--- src/rtl/vga_sync_pipe_pkg.sv ---
// vga_sync_pipe_pkg: shared VGA mode timing, sync FSM states and the pipe word layout
package vga_sync_pipe_pkg;
   localparam int VGA_H_VISIBLE     = 640;
   localparam int VGA_H_FRONT_PORCH = 16;
   localparam int VGA_H_SYNC_PULSE  = 96;
   localparam int VGA_H_WHOLE_LINE  = 800;
   localparam int VGA_V_VISIBLE     = 480;
   localparam int VGA_V_FRONT_PORCH = 10;
   localparam int VGA_V_SYNC_PULSE  = 2;
   localparam int VGA_V_WHOLE_FRAME = 525;

   typedef enum logic {SYNC_WAIT = 1'b0, RUN = 1'b1} state_t;

   // decoded pixel attributes, all active-high so an all-zero word is "inactive"
   typedef struct packed {
      logic hs;
      logic vs;
      logic vis;
      logic org;
   } pix_t;
endpackage

--- src/rtl/vga_sync_pipe_if.sv ---
// vga_sync_pipe_if: pixel iterator coordinates in, registered VGA timing strobes out
interface vga_sync_pipe_if;
   logic       inc;
   logic [9:0] x;
   logic [9:0] y;
   logic       hsync;
   logic       vsync;
   logic       visible;
   logic       frame_start;
   logic       locked;
   logic       resync_err;

   modport master (output inc, x, y, input hsync, vsync, visible, frame_start, locked, resync_err);
   modport slave  (input inc, x, y, output hsync, vsync, visible, frame_start, locked, resync_err);
endinterface

--- src/rtl/vga_sync_pipe_delay_line.sv ---
// vga_delay_line: enable-gated shift register; a clear keeps only the word being shifted in
module vga_delay_line #(
   parameter int W     = 4,
   parameter int DEPTH = 1
) (
   input  logic         clk,
   input  logic         reset,
   input  logic         en_i,
   input  logic         clr_i,
   input  logic [W-1:0] d_i,
   output logic [W-1:0] q_o
);
   localparam int DW = W * DEPTH;
   logic [DW-1:0] sr_q, sr_d, shifted;

   if (DEPTH == 1) begin : g_one
      assign shifted = d_i;
   end else begin : g_many
      assign shifted = {sr_q[DW-W-1:0], d_i};
   end

   // next contents: normal shift, or flush older words leaving only the new one
   always_comb sr_d = clr_i ? DW'(d_i) : shifted;

   // advance only on enabled cycles
   always_ff @(posedge clk or negedge reset)
      if (!reset) sr_q <= '0;
      else if (en_i) sr_q <= sr_d;

   assign q_o = sr_q[DW-1 -: W];
endmodule

--- src/rtl/vga_sync_pipe.sv ---
// vga_sync_pipe: decodes VGA sync/visible from iterator coordinates and delays them in lockstep with inc
module vga_sync_pipe import vga_sync_pipe_pkg::*; #(
   parameter int H_VISIBLE     = VGA_H_VISIBLE,
   parameter int H_FRONT_PORCH = VGA_H_FRONT_PORCH,
   parameter int H_SYNC_PULSE  = VGA_H_SYNC_PULSE,
   parameter int H_WHOLE_LINE  = VGA_H_WHOLE_LINE,
   parameter int V_VISIBLE     = VGA_V_VISIBLE,
   parameter int V_FRONT_PORCH = VGA_V_FRONT_PORCH,
   parameter int V_SYNC_PULSE  = VGA_V_SYNC_PULSE,
   parameter int V_WHOLE_FRAME = VGA_V_WHOLE_FRAME,
   parameter int PIPE_DELAY    = 2
) (
   input logic            clk,
   input logic            reset,
   vga_sync_pipe_if.slave bus
);
   localparam logic [9:0] HS_BEG = 10'(H_VISIBLE + H_FRONT_PORCH);
   localparam logic [9:0] HS_END = 10'(H_VISIBLE + H_FRONT_PORCH + H_SYNC_PULSE);
   localparam logic [9:0] VS_BEG = 10'(V_VISIBLE + V_FRONT_PORCH);
   localparam logic [9:0] VS_END = 10'(V_VISIBLE + V_FRONT_PORCH + V_SYNC_PULSE);
   localparam logic [9:0] H_VIS  = 10'(H_VISIBLE);
   localparam logic [9:0] V_VIS  = 10'(V_VISIBLE);
   localparam logic [9:0] H_LAST = 10'(H_WHOLE_LINE - 1);
   localparam logic [9:0] V_LAST = 10'(V_WHOLE_FRAME - 1);

   state_t     state_q, state_d;
   pix_t       raw, gated, tail, tail_v;
   logic [9:0] exp_x_q, exp_y_q, nx, ny;
   logic       mis, run_d;
   logic       hsync_q, vsync_q, visible_q, frame_start_q, locked_q, resync_err_q;

   // decode the incoming pixel and the coordinate the iterator must present next
   always_comb begin
      raw.hs  = bus.x >= HS_BEG && bus.x < HS_END;
      raw.vs  = bus.y >= VS_BEG && bus.y < VS_END;
      raw.vis = bus.x < H_VIS && bus.y < V_VIS;
      raw.org = bus.x == '0 && bus.y == '0;
      nx      = bus.x == H_LAST ? '0 : bus.x + 10'd1;
      ny      = bus.x != H_LAST ? bus.y : bus.y == V_LAST ? '0 : bus.y + 10'd1;
   end

   // lock on the origin; a coordinate jump drops lock unless it lands on the origin
   always_comb begin
      mis     = state_q == RUN && bus.inc && (bus.x != exp_x_q || bus.y != exp_y_q);
      run_d   = (bus.inc && raw.org) || (state_q == RUN && !mis);
      state_d = run_d ? RUN : SYNC_WAIT;
      gated   = ((state_q == RUN && !mis) || raw.org) ? raw : '0;
      tail_v  = (mis && PIPE_DELAY > 1) ? '0 : tail;
   end

   if (PIPE_DELAY > 1) begin : g_chain
      vga_delay_line #(.W($bits(pix_t)), .DEPTH(PIPE_DELAY - 1)) u_dl (
         .clk   (clk),
         .reset (reset),
         .en_i  (bus.inc),
         .clr_i (mis),
         .d_i   (gated),
         .q_o   (tail)
      );
   end else begin : g_direct
      assign tail = gated;
   end

   // FSM state, expected coordinate and the output stage that closes the delay chain
   always_ff @(posedge clk or negedge reset) begin
      if (!reset) begin
         state_q       <= SYNC_WAIT;
         exp_x_q       <= '0;
         exp_y_q       <= '0;
         hsync_q       <= 1'b1;
         vsync_q       <= 1'b1;
         visible_q     <= 1'b0;
         frame_start_q <= 1'b0;
         locked_q      <= 1'b0;
         resync_err_q  <= 1'b0;
      end else begin
         state_q       <= state_d;
         locked_q      <= run_d;
         resync_err_q  <= mis;
         frame_start_q <= run_d && bus.inc && tail_v.org;
         if (bus.inc) begin
            exp_x_q <= nx;
            exp_y_q <= ny;
         end
         if (!run_d) begin
            hsync_q   <= 1'b1;
            vsync_q   <= 1'b1;
            visible_q <= 1'b0;
         end else if (bus.inc) begin
            hsync_q   <= !tail_v.hs;
            vsync_q   <= !tail_v.vs;
            visible_q <= tail_v.vis;
         end
      end
   end

   assign bus.hsync       = hsync_q;
   assign bus.vsync       = vsync_q;
   assign bus.visible     = visible_q;
   assign bus.frame_start = frame_start_q;
   assign bus.locked      = locked_q;
   assign bus.resync_err  = resync_err_q;
endmodule

--- src/flat_wrapper.sv ---
// flat-port wrapper written by rule: the top's interface ports become plain ports
module vga_sync_pipe_flat import vga_sync_pipe_pkg::*;
#(
   parameter int H_VISIBLE     = VGA_H_VISIBLE,
   parameter int H_FRONT_PORCH = VGA_H_FRONT_PORCH,
   parameter int H_SYNC_PULSE  = VGA_H_SYNC_PULSE,
   parameter int H_WHOLE_LINE  = VGA_H_WHOLE_LINE,
   parameter int V_VISIBLE     = VGA_V_VISIBLE,
   parameter int V_FRONT_PORCH = VGA_V_FRONT_PORCH,
   parameter int V_SYNC_PULSE  = VGA_V_SYNC_PULSE,
   parameter int V_WHOLE_FRAME = VGA_V_WHOLE_FRAME,
   parameter int PIPE_DELAY    = 2
)
  (clk, reset, bus_inc, bus_x, bus_y, bus_hsync, bus_vsync, bus_visible, bus_frame_start, bus_locked, bus_resync_err);
  vga_sync_pipe_if bus_i ();
  input logic clk;
  input logic reset;
  input wire logic [$bits(bus_i.inc)-1:0] bus_inc;
  input wire logic [$bits(bus_i.x)-1:0] bus_x;
  input wire logic [$bits(bus_i.y)-1:0] bus_y;
  output wire logic [$bits(bus_i.hsync)-1:0] bus_hsync;
  output wire logic [$bits(bus_i.vsync)-1:0] bus_vsync;
  output wire logic [$bits(bus_i.visible)-1:0] bus_visible;
  output wire logic [$bits(bus_i.frame_start)-1:0] bus_frame_start;
  output wire logic [$bits(bus_i.locked)-1:0] bus_locked;
  output wire logic [$bits(bus_i.resync_err)-1:0] bus_resync_err;
  assign bus_i.inc = bus_inc;
  assign bus_i.x = bus_x;
  assign bus_i.y = bus_y;
  assign bus_hsync = bus_i.hsync;
  assign bus_vsync = bus_i.vsync;
  assign bus_visible = bus_i.visible;
  assign bus_frame_start = bus_i.frame_start;
  assign bus_locked = bus_i.locked;
  assign bus_resync_err = bus_i.resync_err;
  vga_sync_pipe #(.H_VISIBLE(H_VISIBLE), .H_FRONT_PORCH(H_FRONT_PORCH), .H_SYNC_PULSE(H_SYNC_PULSE), .H_WHOLE_LINE(H_WHOLE_LINE), .V_VISIBLE(V_VISIBLE), .V_FRONT_PORCH(V_FRONT_PORCH), .V_SYNC_PULSE(V_SYNC_PULSE), .V_WHOLE_FRAME(V_WHOLE_FRAME), .PIPE_DELAY(PIPE_DELAY)) u_core (.clk(clk), .reset(reset), .bus(bus_i));
endmodule
--- config.mk ---
export PLATFORM = sky130hd
export DESIGN_NAME = vga_sync_pipe_flat
export DESIGN_NICKNAME = d
export VERILOG_FILES = /design/src/rtl/vga_sync_pipe_pkg.sv /design/src/rtl/vga_sync_pipe_if.sv /design/src/rtl/vga_sync_pipe_delay_line.sv /design/src/rtl/vga_sync_pipe.sv /design/src/flat_wrapper.sv
export SDC_FILE = /design/constraint.sdc
export NUM_CORES = 1
export LEC_CHECK = 0
export ABC_AREA = 1
export CORE_MARGIN = 2
export CORE_UTILIZATION = 49
export CTS_CLUSTER_DIAMETER = 80
export DETAILED_ROUTE_END_ITERATION = 6
export PLACE_DENSITY = 0.76
export SETUP_SLACK_MARGIN = 0.2
export SLEW_MARGIN = 10
export SYNTH_ARGS = -nofsm -noshare
export SYNTH_HDL_FRONTEND = slang
export SYNTH_SLANG_ARGS = --single-unit
--- constraint.sdc ---
create_clock -name clk -period 1.1 [get_ports clk]
set_input_delay 0.22 -clock clk [delete_from_list [all_inputs] [get_ports clk]]
set_output_delay 0.22 -clock clk [all_outputs]
set_load 0.01 [all_outputs]
==> results of run 1 <==
## cell families (layout without fill, tap and decap cells)
group / after synthesis / in the layout
DFF: 30 / 30
and+or+nand+nor: 170 / 170
buffers and inverters: 59 / 184
adders and majority gates: 4 / 4
AOI/OAI and AO/OA: 34 / 34
xor gates and xnor gates: 7 / 7
## cell usage in the layout (no fill, tap or decap), drive strengths merged
master | synthesis | routed
a21oi | 2 | 2
nand2 | 107 | 107
and3 | 1 | 1
a211oi | 1 | 1
dfstp | 2 | 2
nor3 | 6 | 6
o211ai | 4 | 4
nor2 | 27 | 27
clkbuf | 2 | 7
buf | 2 | 118
nand3 | 18 | 18
clkinv | 0 | 1
nand4 | 8 | 8
clkinvlp | 0 | 1
inv | 55 | 55
clkdlybuf4s15 | 0 | 1
clkdlybuf4s50 | 0 | 1
o22ai | 8 | 8
dfrtp | 28 | 28
nor4 | 1 | 1
xor2 | 7 | 7
or2 | 2 | 2
o21ai | 17 | 17
ha | 4 | 4
o221ai | 2 | 2
## layout make-up
type / count / area (µm²) / area share
sequential: 30 / 753 / 0.207
inverter: 55 / 236 / 0.0649
timing repair buffer: 121 / 1040 / 0.287
clock inverter: 2 / 12.5 / 0.00343
multi-input combinational: 215 / 1450 / 0.399
tap: 50 / 62.6 / 0.0172
clock buffer: 6 / 82.6 / 0.0227
## Yosys cell counts, types with 4 or more instances
library cell  count  area, µm²
nand2_1         104        390
inv_1            53        199
dfrtp_1          28        701
nor2_1           23       86.3
nand3_1          16       80.1
o21ai_0          13       65.1
nand4_1           8       50.1
o22ai_1           8       50.1
xor2_1            7       61.3
nor3_1            5       25.0
ha_1              4       50.1
o211ai_1          4       30.0
o21ai_1           4       20.0
## worst max-delay path, stage by stage, from the launching register on
cell     delay [ns]
dfrtp_1        0.36
inv_1          0.07
nand2_1        0.05
nand2_1        0.06
nor2_1         0.20
nand2_1        0.11
nor2_2         0.14
nand3_2        0.13
nand2_4        0.12
nand2_4        0.07
nand2_4        0.08
nand2_2        0.06
nand2_2        0.07
## layer usage
metal	up-vias	track usage	routed length [µm]
met1	1326	0.391	3370
met5	-	0	0
met3	61	0.0617	865
li1	1207	-	-
met2	208	0.541	4270
met4	0	0.168	621
## state kept, by name (all words and copies together) (netlist names)
register and count:
u_core.exp_x_q 10, u_core.bus.visible 1, u_core.bus.frame_start 1, u_core.bus.locked 1, u_core.exp_y_q 10, u_core.bus.hsync 1
u_core.bus.resync_err 1, u_core.bus.vsync 1, u_core.g_chain.u_dl.q_o 4
## through the flow
step,utilization,total power [mW],setup TNS [ns]
after global placement,0.743,1.93,-22.54
after floorplan,-,1.53,-1.95
final,0.911,3.16,-7.00
after global routing,0.911,3.28,-8.18
after detailed placement,0.743,1.95,-24.08
after CTS,0.823,2.95,-2.99
## worst min path at each step
| stage | from | end |
|---|---|---|
| finish | bus_y[0] | u_core.exp_y_q[0] |
| global route | bus_y[0] | u_core.exp_y_q[0] |
| CTS | bus_x[0] | u_core.exp_x_q[0] |
| detailed placement | u_core.g_chain.u_dl.q_o[2] | u_core.g_chain.u_dl.q_o[2] |
| global placement | u_core.g_chain.u_dl.q_o[2] | u_core.g_chain.u_dl.q_o[2] |
| floorplan | reset | u_core.bus.frame_start |
## power groups by stage
stage,clock (mW),sequential [mW],combinational [mW]
final,0.955,1.22,0.980
after global routing,1.01,1.23,1.04
after CTS,0.952,1.21,0.785
after detailed placement,0,1.23,0.716
after global placement,0,1.23,0.697
after floorplan,0,1.22,0.308
## timing repair
item | 4_1_cts | 5_1_grt
pin swaps | 36 | 48
endpoints found under the setup margin | 36 | 36
buffers inserted | 9 | 14
resized for setup | 184 | 76
==> summary.md, run 1 <==
| Metric | Value |
|---|---|
| Pwr dens | 866 nW/µm² |
| Element type at the critical path end | flop |
| Via count | 2802 |
| Least-Margin Pin Slew | 0.457 ns |
| Hold slack final | 0.243 ns |
| Final worst setup slack | -0.488 ns |
| Worst setup slack before clock tree synthesis | -0.932 ns |
| Endpoints failing setup | 29 |
| Ys Warns | 0 |
| Total of flip-flops plus latches after synthesis | 30 |
| Number of clock buffers inserted by TritonCTS | 5 |
| Routed Wire Length | 9140 µm |
| # nets final | 455 |
| Post-synthesis share of cell area spent on full adders, half adders and majority gates | 0.0244 |
| Post-layout min period | 1.59 ns |
| Type of the worst setup path | flop to flop |
| Post-detail-place hpwl | 4310 µm |
| Final Instance Area | 3640 µm² |
| Slew HR | 0.693 |
| Main flop type after synthesis | dfrtp_1 |
| Avg Vias per Cell | 5.85 |
| Cell count after synthesis | 304 |
| Critical path launch point type | flop |
| Total number of placement rows | 23 |
| Detailed-route DRC error count | 0 |
| Area fraction in compound gates after synthesis | 0.0978 |
| Critical path startpoint | u_core.exp_y_q[1] |
| Sequential-to-total area share from yosys stat | 0.368 |
| Final Hold Violating Endpoints | 0 |
| Number of antenna-violating nets in the routed design | 0 |
| Number of ports placed on the die boundary | 29 |
| Final setup skew | 0.0160 ns |
| Unique masters post-synth | 31 |
| Post-synthesis instance area | 2050 µm² |
| Height of the die | 68.6 µm |
| Post-placement cell area | 2970 µm² |
| Sw Ratio | 0.330 |
| Lkg Pwr | 1.89 nW |
| Arrival time of data at the critical path endpoint | 1.81 ns |
| Clock transition time at the flip-flop clock pins of the worst setup and hold paths | 0.06 ns |
| Clock tree from TritonCTS | built |
| Final std cells w/o fill | 479 |
| Result of the run | finished, violations left |
| Avg Cell Area, Syn | 6.73 µm² |
| Data required time of the worst path | 1.33 ns |
| Syn Nets | 331 |
| # fillers | 155 |
| Fraction of power consumed by combinational cells | 0.310 |
| Ratio of cells with drive above 1 in the final layout | 0.522 |
| Overall die width | 68.6 µm |
| Grt total ovfl | 0 |
| Internal power | 2.12 mW |
| Worst reg-to-reg setup slack | -0.49 ns |
| Dominant combinational cell family by area after synthesis | simple AND/OR/NAND/NOR gates |
| Standard cell core area | 4000 µm² |
| Worst min path class | primary input to flop |
| RSZ-0062 raised after global routing | yes |
| Via count of the first global-routing pass | 2395 |
| Top achievable clock speed | 0.630 GHz |
| Basic-gate share of the synthesized area counting and, or, nand and nor cells | 0.371 |
| # clock sinks | 30 |
| Avg WL per Cell | 19.1 µm |
| Wire length of the first global-routing pass | 11100 µm |
| Start of the worst register-to-register path | u_core.exp_y_q[1] |
| Crit path to | u_core.g_chain.u_dl.q_o[3] |
| Number of search-and-repair iterations in the first detailed-routing pass | 5 |
| Crit Path Max Fanout | 4 |
| Maximum level of the CTS H-tree | 2 |
| Post-synth EDFFs | 0 |
| Failing checks | setup timing |
| Maxcap violations | 0 |
| Xor and xnor area share after synthesis | 0.0300 |
| Antenna violations before repair | 0 |
| Net load switching power | 1.04 mW |
| Cell depth of the worst flop-to-flop path | 12 |
| Maximum number of pins on one net before global-route repair | 31 |
| Number of pins exceeding their max-slew limit in the final report | 0 |
| Initial cell density of the core | 0.512 |
| Hold path cells | 3 |
| Placer Congestion | 0.882 |
| Library cell used as clock root buffer | clkbuf_8 |
| Async set-reset flop share out of synthesis | 1.00 |
| Period Utilization, post-route | 1.44 |
| Number of buffers on the longest clock path | 2 |
| Max rail drop VDD | 0.938 mV |
| Clock network power share | 0.302 |
| IO buf count | 28 |
| Placed cells | 448 |
| Worst R2R End | u_core.g_chain.u_dl.q_o[3] |
| First-iteration detailed-routing DRC count | 373 |
| Post-synthesis mux area share | 0 |
| Quantity of hold-fixing buffers added after cts | 0 |
| Area growth syn-to-layout | 78.1% |
| Gr usage total | 0.323 |
| Number of antenna diodes | 0 |
| Flop pwr share | 0.387 |
| Die outline area | 4710 µm² |
| Clock network latency to the later pin of the worst-skew pair | 0.30 ns |
Note: power is estimated with default switching activity, not from simulation.
==> run 2: changes to the inputs <==
--- a/config.mk
+++ b/config.mk
@@ -6,6 +6,7 @@
 export NUM_CORES = 1
 export LEC_CHECK = 0
 export ABC_AREA = 1
+export ABC_CLOCK_PERIOD_IN_PS = 1100
 export CORE_MARGIN = 2
 export CORE_UTILIZATION = 49
 export CTS_CLUSTER_DIAMETER = 80
==> results of run 2 <==
The final DEF is identical to that of run 1; final timing and power are the same.
